### src/rtl/tl_shrink_pkg.sv
// Shared TileLink-UH opcode constants and beat-count helpers for the source shrinker.
package tl_shrink_pkg;

  localparam logic [2:0] A_PUT_FULL         = 3'd0;
  localparam logic [2:0] A_PUT_PARTIAL      = 3'd1;
  localparam logic [2:0] A_ARITHMETIC       = 3'd2;
  localparam logic [2:0] A_LOGICAL          = 3'd3;
  localparam logic [2:0] A_GET              = 3'd4;
  localparam logic [2:0] A_HINT             = 3'd5;

  localparam logic [2:0] D_ACCESS_ACK       = 3'd0;
  localparam logic [2:0] D_ACCESS_ACK_DATA  = 3'd1;
  localparam logic [2:0] D_HINT_ACK         = 3'd2;

  function automatic logic a_has_data(input logic [2:0] opcode);
    return opcode <= A_LOGICAL;
  endfunction

  function automatic logic d_has_data(input logic [2:0] opcode);
    return opcode == D_ACCESS_ACK_DATA;
  endfunction

  // Beats for a data-bearing message of 2^size bytes on a 2^lg_beat_bytes wide bus.
  function automatic int unsigned num_beats(input int unsigned size,
                                            input int unsigned lg_beat_bytes);
    if (size <= lg_beat_bytes) return 32'd1;
    return 32'd1 << (size - lg_beat_bytes);
  endfunction

endpackage

### src/rtl/tl_shrink_alloc.sv
// Busy table for the downstream source pool: lowest-free pick, set/clear, occupancy.
module tl_shrink_alloc #(
  parameter int IDX_W = 2
) (
  input  logic                 clock,
  input  logic                 reset_n,
  input  logic                 alloc_en,
  input  logic                 release_en,
  input  logic [IDX_W-1:0]     release_idx,
  output logic [(1<<IDX_W)-1:0] busy,
  output logic                 any_free,
  output logic [IDX_W-1:0]     alloc_idx,
  output logic [IDX_W:0]       inflight
);

  localparam int N = 1 << IDX_W;

  logic [N-1:0] busy_q;
  logic [N-1:0] set_mask;
  logic [N-1:0] clr_mask;

  assign busy     = busy_q;
  assign any_free = ~&busy_q;

  always_comb begin
    alloc_idx = '0;
    for (int i = N - 1; i >= 0; i--) begin
      if (!busy_q[i]) alloc_idx = IDX_W'(i);
    end
  end

  always_comb begin
    inflight = '0;
    for (int i = 0; i < N; i++) begin
      inflight = inflight + (IDX_W+1)'(busy_q[i]);
    end
  end

  assign set_mask = alloc_en   ? (N'(1) << alloc_idx)   : '0;
  assign clr_mask = release_en ? (N'(1) << release_idx) : '0;

  // Clear before set: a stray release aimed at a free entry never cancels a fresh allocation.
  always_ff @(posedge clock or negedge reset_n) begin
    if (!reset_n) busy_q <= '0;
    else          busy_q <= (busy_q & ~clr_mask) | set_mask;
  end

endmodule

### src/rtl/tl_source_shrinker.sv
// TileLink-UH A/D source compactor: wide upstream IDs mapped onto a small downstream pool.
module tl_source_shrinker
  import tl_shrink_pkg::*;
#(
  parameter int ADDR_W    = 32,
  parameter int DATA_W    = 32,
  parameter int SIZE_W    = 3,
  parameter int IN_SRC_W  = 5,
  parameter int OUT_SRC_W = 2
) (
  input  logic                  clock,
  input  logic                  reset_n,

  input  logic                  in_a_valid,
  output logic                  in_a_ready,
  input  logic [2:0]            in_a_opcode,
  input  logic [2:0]            in_a_param,
  input  logic [SIZE_W-1:0]     in_a_size,
  input  logic [IN_SRC_W-1:0]   in_a_source,
  input  logic [ADDR_W-1:0]     in_a_address,
  input  logic [DATA_W/8-1:0]   in_a_mask,
  input  logic [DATA_W-1:0]     in_a_data,

  output logic                  out_a_valid,
  input  logic                  out_a_ready,
  output logic [2:0]            out_a_opcode,
  output logic [2:0]            out_a_param,
  output logic [SIZE_W-1:0]     out_a_size,
  output logic [OUT_SRC_W-1:0]  out_a_source,
  output logic [ADDR_W-1:0]     out_a_address,
  output logic [DATA_W/8-1:0]   out_a_mask,
  output logic [DATA_W-1:0]     out_a_data,

  input  logic                  out_d_valid,
  output logic                  out_d_ready,
  input  logic [2:0]            out_d_opcode,
  input  logic [1:0]            out_d_param,
  input  logic [SIZE_W-1:0]     out_d_size,
  input  logic [OUT_SRC_W-1:0]  out_d_source,
  input  logic                  out_d_sink,
  input  logic                  out_d_denied,
  input  logic                  out_d_corrupt,
  input  logic [DATA_W-1:0]     out_d_data,

  output logic                  in_d_valid,
  input  logic                  in_d_ready,
  output logic [2:0]            in_d_opcode,
  output logic [1:0]            in_d_param,
  output logic [SIZE_W-1:0]     in_d_size,
  output logic [IN_SRC_W-1:0]   in_d_source,
  output logic                  in_d_sink,
  output logic                  in_d_denied,
  output logic                  in_d_corrupt,
  output logic [DATA_W-1:0]     in_d_data,

  output logic [OUT_SRC_W:0]    inflight,
  output logic                  err
);

  localparam int N                     = 1 << OUT_SRC_W;
  localparam int CNT_W                 = 1 << SIZE_W;
  localparam int unsigned LG_BEAT      = $clog2(DATA_W / 8);

  logic [N-1:0]          busy;
  logic                  any_free;
  logic [OUT_SRC_W-1:0]  alloc_idx;
  logic                  alloc_en;
  logic                  release_en;

  logic [CNT_W-1:0]      a_cnt;
  logic [CNT_W-1:0]      d_cnt;
  logic [CNT_W-1:0]      a_beats_m1;
  logic [CNT_W-1:0]      d_beats_m1;
  logic [OUT_SRC_W-1:0]  a_hold;
  logic [IN_SRC_W-1:0]   orig_src [N];

  logic a_first, a_go, a_fire;
  logic d_first, d_last, d_fire;

  // Handshake contract on both channels: a beat transfers in the cycle valid and ready
  // are both high. Only valid is gated by pool state; ready never feeds back into valid.
  assign a_first     = (a_cnt == '0);
  assign a_go        = !a_first || any_free;
  assign out_a_valid = reset_n & in_a_valid & a_go;
  assign in_a_ready  = out_a_ready & a_go;
  assign a_fire      = out_a_valid & out_a_ready;
  assign alloc_en    = a_fire & a_first;

  assign out_a_opcode  = in_a_opcode;
  assign out_a_param   = in_a_param;
  assign out_a_size    = in_a_size;
  assign out_a_address = in_a_address;
  assign out_a_mask    = in_a_mask;
  assign out_a_data    = in_a_data;
  assign out_a_source  = a_first ? alloc_idx : a_hold;

  assign in_d_valid   = reset_n & out_d_valid;
  assign out_d_ready  = in_d_ready;
  assign d_fire       = in_d_valid & in_d_ready;
  assign in_d_opcode  = out_d_opcode;
  assign in_d_param   = out_d_param;
  assign in_d_size    = out_d_size;
  assign in_d_sink    = out_d_sink;
  assign in_d_denied  = out_d_denied;
  assign in_d_corrupt = out_d_corrupt;
  assign in_d_data    = out_d_data;
  assign in_d_source  = orig_src[out_d_source];

  always_comb begin
    a_beats_m1 = '0;
    d_beats_m1 = '0;
    if (a_has_data(in_a_opcode))
      a_beats_m1 = CNT_W'(num_beats(32'(in_a_size), LG_BEAT) - 32'd1);
    if (d_has_data(out_d_opcode))
      d_beats_m1 = CNT_W'(num_beats(32'(out_d_size), LG_BEAT) - 32'd1);
  end

  assign d_first    = (d_cnt == '0);
  assign d_last     = d_first ? (d_beats_m1 == '0) : (d_cnt == CNT_W'(1));
  assign release_en = d_fire & d_last;

  tl_shrink_alloc #(.IDX_W(OUT_SRC_W)) u_alloc (
    .clock       (clock),
    .reset_n     (reset_n),
    .alloc_en    (alloc_en),
    .release_en  (release_en),
    .release_idx (out_d_source),
    .busy        (busy),
    .any_free    (any_free),
    .alloc_idx   (alloc_idx),
    .inflight    (inflight)
  );

  always_ff @(posedge clock or negedge reset_n) begin
    if (!reset_n) begin
      a_cnt  <= '0;
      a_hold <= '0;
    end else if (a_fire) begin
      if (a_first) begin
        a_cnt  <= a_beats_m1;
        a_hold <= alloc_idx;
      end else begin
        a_cnt  <= a_cnt - CNT_W'(1);
      end
    end
  end

  always_ff @(posedge clock or negedge reset_n) begin
    if (!reset_n) begin
      d_cnt <= '0;
      err   <= 1'b0;
    end else if (d_fire) begin
      d_cnt <= d_first ? d_beats_m1 : d_cnt - CNT_W'(1);
      if (!busy[out_d_source]) err <= 1'b1;
    end
  end

  // Source table holds no control state, so it is left out of reset.
  always_ff @(posedge clock) begin
    if (alloc_en) orig_src[alloc_idx] <= in_a_source;
  end

endmodule

### config.mk
export PLATFORM = sky130hd
export DESIGN_NAME = tl_source_shrinker
export DESIGN_NICKNAME = d
export VERILOG_FILES = /design/src/rtl/tl_shrink_pkg.sv /design/src/rtl/tl_shrink_alloc.sv /design/src/rtl/tl_source_shrinker.sv
export SDC_FILE = /design/constraint.sdc
export NUM_CORES = 1
export LEC_CHECK = 0
export CAP_MARGIN = 40
export CORE_UTILIZATION = 34
export DETAILED_ROUTE_END_ITERATION = 10
export PLACE_DENSITY = 0.84
export RECOVER_POWER = 100
export SETUP_SLACK_MARGIN = 0.15
export SKIP_LAST_GASP = 1
export SYNTH_ARGS = -nofsm -noshare
export SYNTH_HDL_FRONTEND = slang
export SYNTH_SLANG_ARGS = --single-unit
export TNS_END_PERCENT = 50
### constraint.sdc
create_clock -name clock -period 2.5 [get_ports clock]
set_input_delay 0.375 -clock clock [delete_from_list [all_inputs] [get_ports clock]]
set_output_delay 0.375 -clock clock [all_outputs]
set_load 0.005 [all_outputs]
==> flow_summary.yaml <==
run_status:
  result_of_the_run: "completed"
global_route:
  grt_util_met1: 0.139
  first_global_vias: 2279
  top_usage_layer: "met2"
  grt_antenna_before_repair: 0
  grt.total_usage: 0.129
  grt.overflow.total: 0
  grt_pass1_wl_mm: 10.6
  globalRouteMet3Util: 0.0370
  largest_net_degree_at_the_start_of_global_routing: 22
  grt_util_met2: 0.218
floorplan:
  core-area_mm2: 0.00986
  die_height_um: 103
  initial_core_utilization: 0.353
  boundaryPins: 268
  fp.dieArea_mm2: 0.0107
  row_count: 36
  die-width_um: 103
detailed_routing:
  routedWlPerCell_um: 15.3
  via_per_inst: 5.09
  via_count: 2308
  remaining_drc_errors: 0
  initialDrtViolationCount: 56
  wl_mm: 6.94
  firstDrtPassIters: 4
  ant_nets: 0
critical_path:
  slowest_delay_ps: 540
  worst-endpoint-required_ps: 2660
  worstSetupPathType: "input pin to flip-flop"
  cp_cell_sequence: "dlygate4sd3_1 -> inv_1 -> ha_4 -> nand2b_4 -> a31oi_4 -> ha_1 -> nor2_2 -> nor2_2 -> xnor2_1 -> a41o_1 -> a41oi_2"
  critical_path.reg2reg.endpoint: "orig_src[2][2]"
  setup.worst_path.start_class: "input pin"
  worst_ep_arrival_time_ps: 2540
  cp_slowest_cell: "dlygate4sd3_1"
  crit_top_cell: "nor2_2"
  timing.critical_path.to_type: "flip-flop"
  critical_path.max_fanout: 4
  worst-r2r-cell-count: 8
  total_buffers_and_inverters_traversed_by_the_critical_path: 2
  cp-startpoint: "out_d_size[1]"
  crit_path_max_delay_family: "buffers and inverters"
  r2r-start: "a_cnt[1]"
  timing.reg2reg.setup_slack_ps: 320
power:
  cellLeakagePower_uw: 0.00143
  power.ir.vdd_worst_uv: 298
  powerDensity_mw_per_mm2: 659
timing:
  fin_worst_hold_slack_ps: 510
  timing_hold_violations_final: 0
  fmax_ghz: 0.419
  grt_setup_unrepaired: "true"
  maxSlewHeadroom: 0.223
  final_max_slew_viols: 0
  period_needed_ps: 2380
  finalClockSkew_ps: 4.79
  finalSetupViolations: 0
  layout_worst_path_cycle_share: 0.954
  tightestPinTransition_ps: 1170
  final.setup.worst_slack_ps: 116
placement:
  place_inst: 441
  dp_hpwl_mm: 5.38
  gpl.final_weighted_congestion: 0.875
  place_area_mm2: 0.00341
  pre_cts_slack_ps: -261
  numPortBuffers: 47
synth:
  synth_cell_types: 51
  synth-seq-area-share: 0.338
  synthArstFlopShare: 0.535
  synth_cells: 360
  synth_seq_cells: 43
  synth.yosys.warnings: 0
  mappedNetlistArea_mm2: 0.00348
  synth_edf_count: 20
  mappedNetlistNets: 509
  post_synth.cell_area_avg_um2: 9.67
  postSynth.topFlopCell: "dfrtp_1"
min_path:
  min-delay-path-class: "input pin to asynchronous set/reset pin"
finish:
  area_occupied_by_multi_input_gates_mm2: 0.00138
  design.final.nets: 468
  layout.cell_area.non_filler_mm2: 0.00358
  antenna_fix_cells: 0
  filler_free_cell_count_of_the_finished_design: 453
  layout-drive-gt1-share: 0.197
  layout.area.seq_mm2: 0.00118
  layout-area-overhead-vs-synth_pct: 2.80
  layout_common_cells: "23 x dfrtp_1, 23 x clkdlybuf4s50_1, 20 x edfxtp_1"
  final_layout_fill_cell_count: 947
clock_tree:
  cts_buffers: 5
  cell_at_the_root_of_the_clock_tree: "clkbuf_8"
  holdBufCountCts: 0
  cts-htree-levels: 2
  clk_pin_slew_ps: 80
  tritoncts: "yes"
  cts.sinks: 43
  clockBufferDepth: 2
  worst_skew_pair.late_latency_ps: 300
job:
  cap_violations: 0
-- layout make-up --
cell class / count / share of cell area
multi-input combinational: 170 / 0.385
clock buffer: 5 / 0.0192
timing repair buffer: 80 / 0.194
inverter: 19 / 0.0199
sequential: 43 / 0.329
tap: 133 / 0.0465
clock inverter: 3 / 0.00699
-- flip-flops by register name, summed over array words and instances, names as in the netlist --
signal	cells
a_cnt	8
a_hold	2
d_cnt	8
err	1
orig_src	20
u_alloc.busy	4
-- kinds of logic (layout without fill, tap and decap cells) --
logic type	Yosys count	after routing	share of synthesized area
buffers and inverters	147	107	0.289
AND/OR/NAND/NOR	84	84	0.140
AO/OA/AOI/OAI	50	50	0.0931
flip-flops	43	43	0.338
adder cells (fa/ha/maj)	16	16	0.0596
multiplexers	13	13	0.0625
XOR/XNOR	7	7	0.0176
-- stage by stage --
stage           util  total power [µW]  TNS, ps
3_3_place_gp   0.346              1850     -274
6_report       0.363              2360        0
3_5_place_dp   0.346              1890    -1160
2_1_floorplan      -              1680        0
5_1_grt        0.363              2540    -22.6
4_1_cts        0.366              2400        0
-- report_power, final --
group / internal [µW] / switching (µW)
registers: 872 / 139
logic: 471 / 443
clock network: 199 / 236
-- Yosys cell counts, types with 3 or more instances --
cell	number	area (µm²)
mux2_2	6	67.6
nor2_1	21	78.8
inv_1	19	71.3
and3_1	3	18.8
dfrtp_1	23	576
mux4_2	6	135
nand3_1	7	35.0
nor4_1	5	31.3
xnor2_1	5	43.8
a31oi_1	4	25.0
ha_1	15	188
buf_4	121	908
a21oi_1	17	85.1
nand2_1	13	48.8
nor3_1	7	35.0
nand2b_1	3	18.8
clkbuf_1	6	22.5
o21ai_0	10	50.1
edfxtp_1	20	601
or3_1	5	31.3
-- worst register-to-register path, delay by kind of cell (launching register included) --
kind,cells,cell delay (ps)
adder cells (fa/ha/maj),1,160
AND/OR/NAND/NOR,3,590
flip-flops,1,390
buffers and inverters,4,760
-- worst max-delay path by stage --
| stage | end | cells after the start |
|---|---|---|
| finish | u_alloc.busy[2] | 11 |
| global route | u_alloc.busy[2] | 11 |
| CTS | inflight[0] | 4 |
| detailed placement | u_alloc.busy[2] | 11 |
| global placement | a_cnt[6] | 11 |
| floorplan | a_cnt[6] | 10 |
-- routing by layer --
layer  vias to the layer above  wire [µm]
met5                         -          0
met2                       108       3440
li1                       1051          -
met4                         0        381
met1                      1088       2590
met3                        61        531
-- repair_timing --
action | in CTS | in global routing
setup endpoints to repair | 13 | 16
resized for setup | 18 | 11
pin swaps | 5 | 6
buffers inserted | 4 | 0
Note: power is estimated with default switching activity, not from simulation.
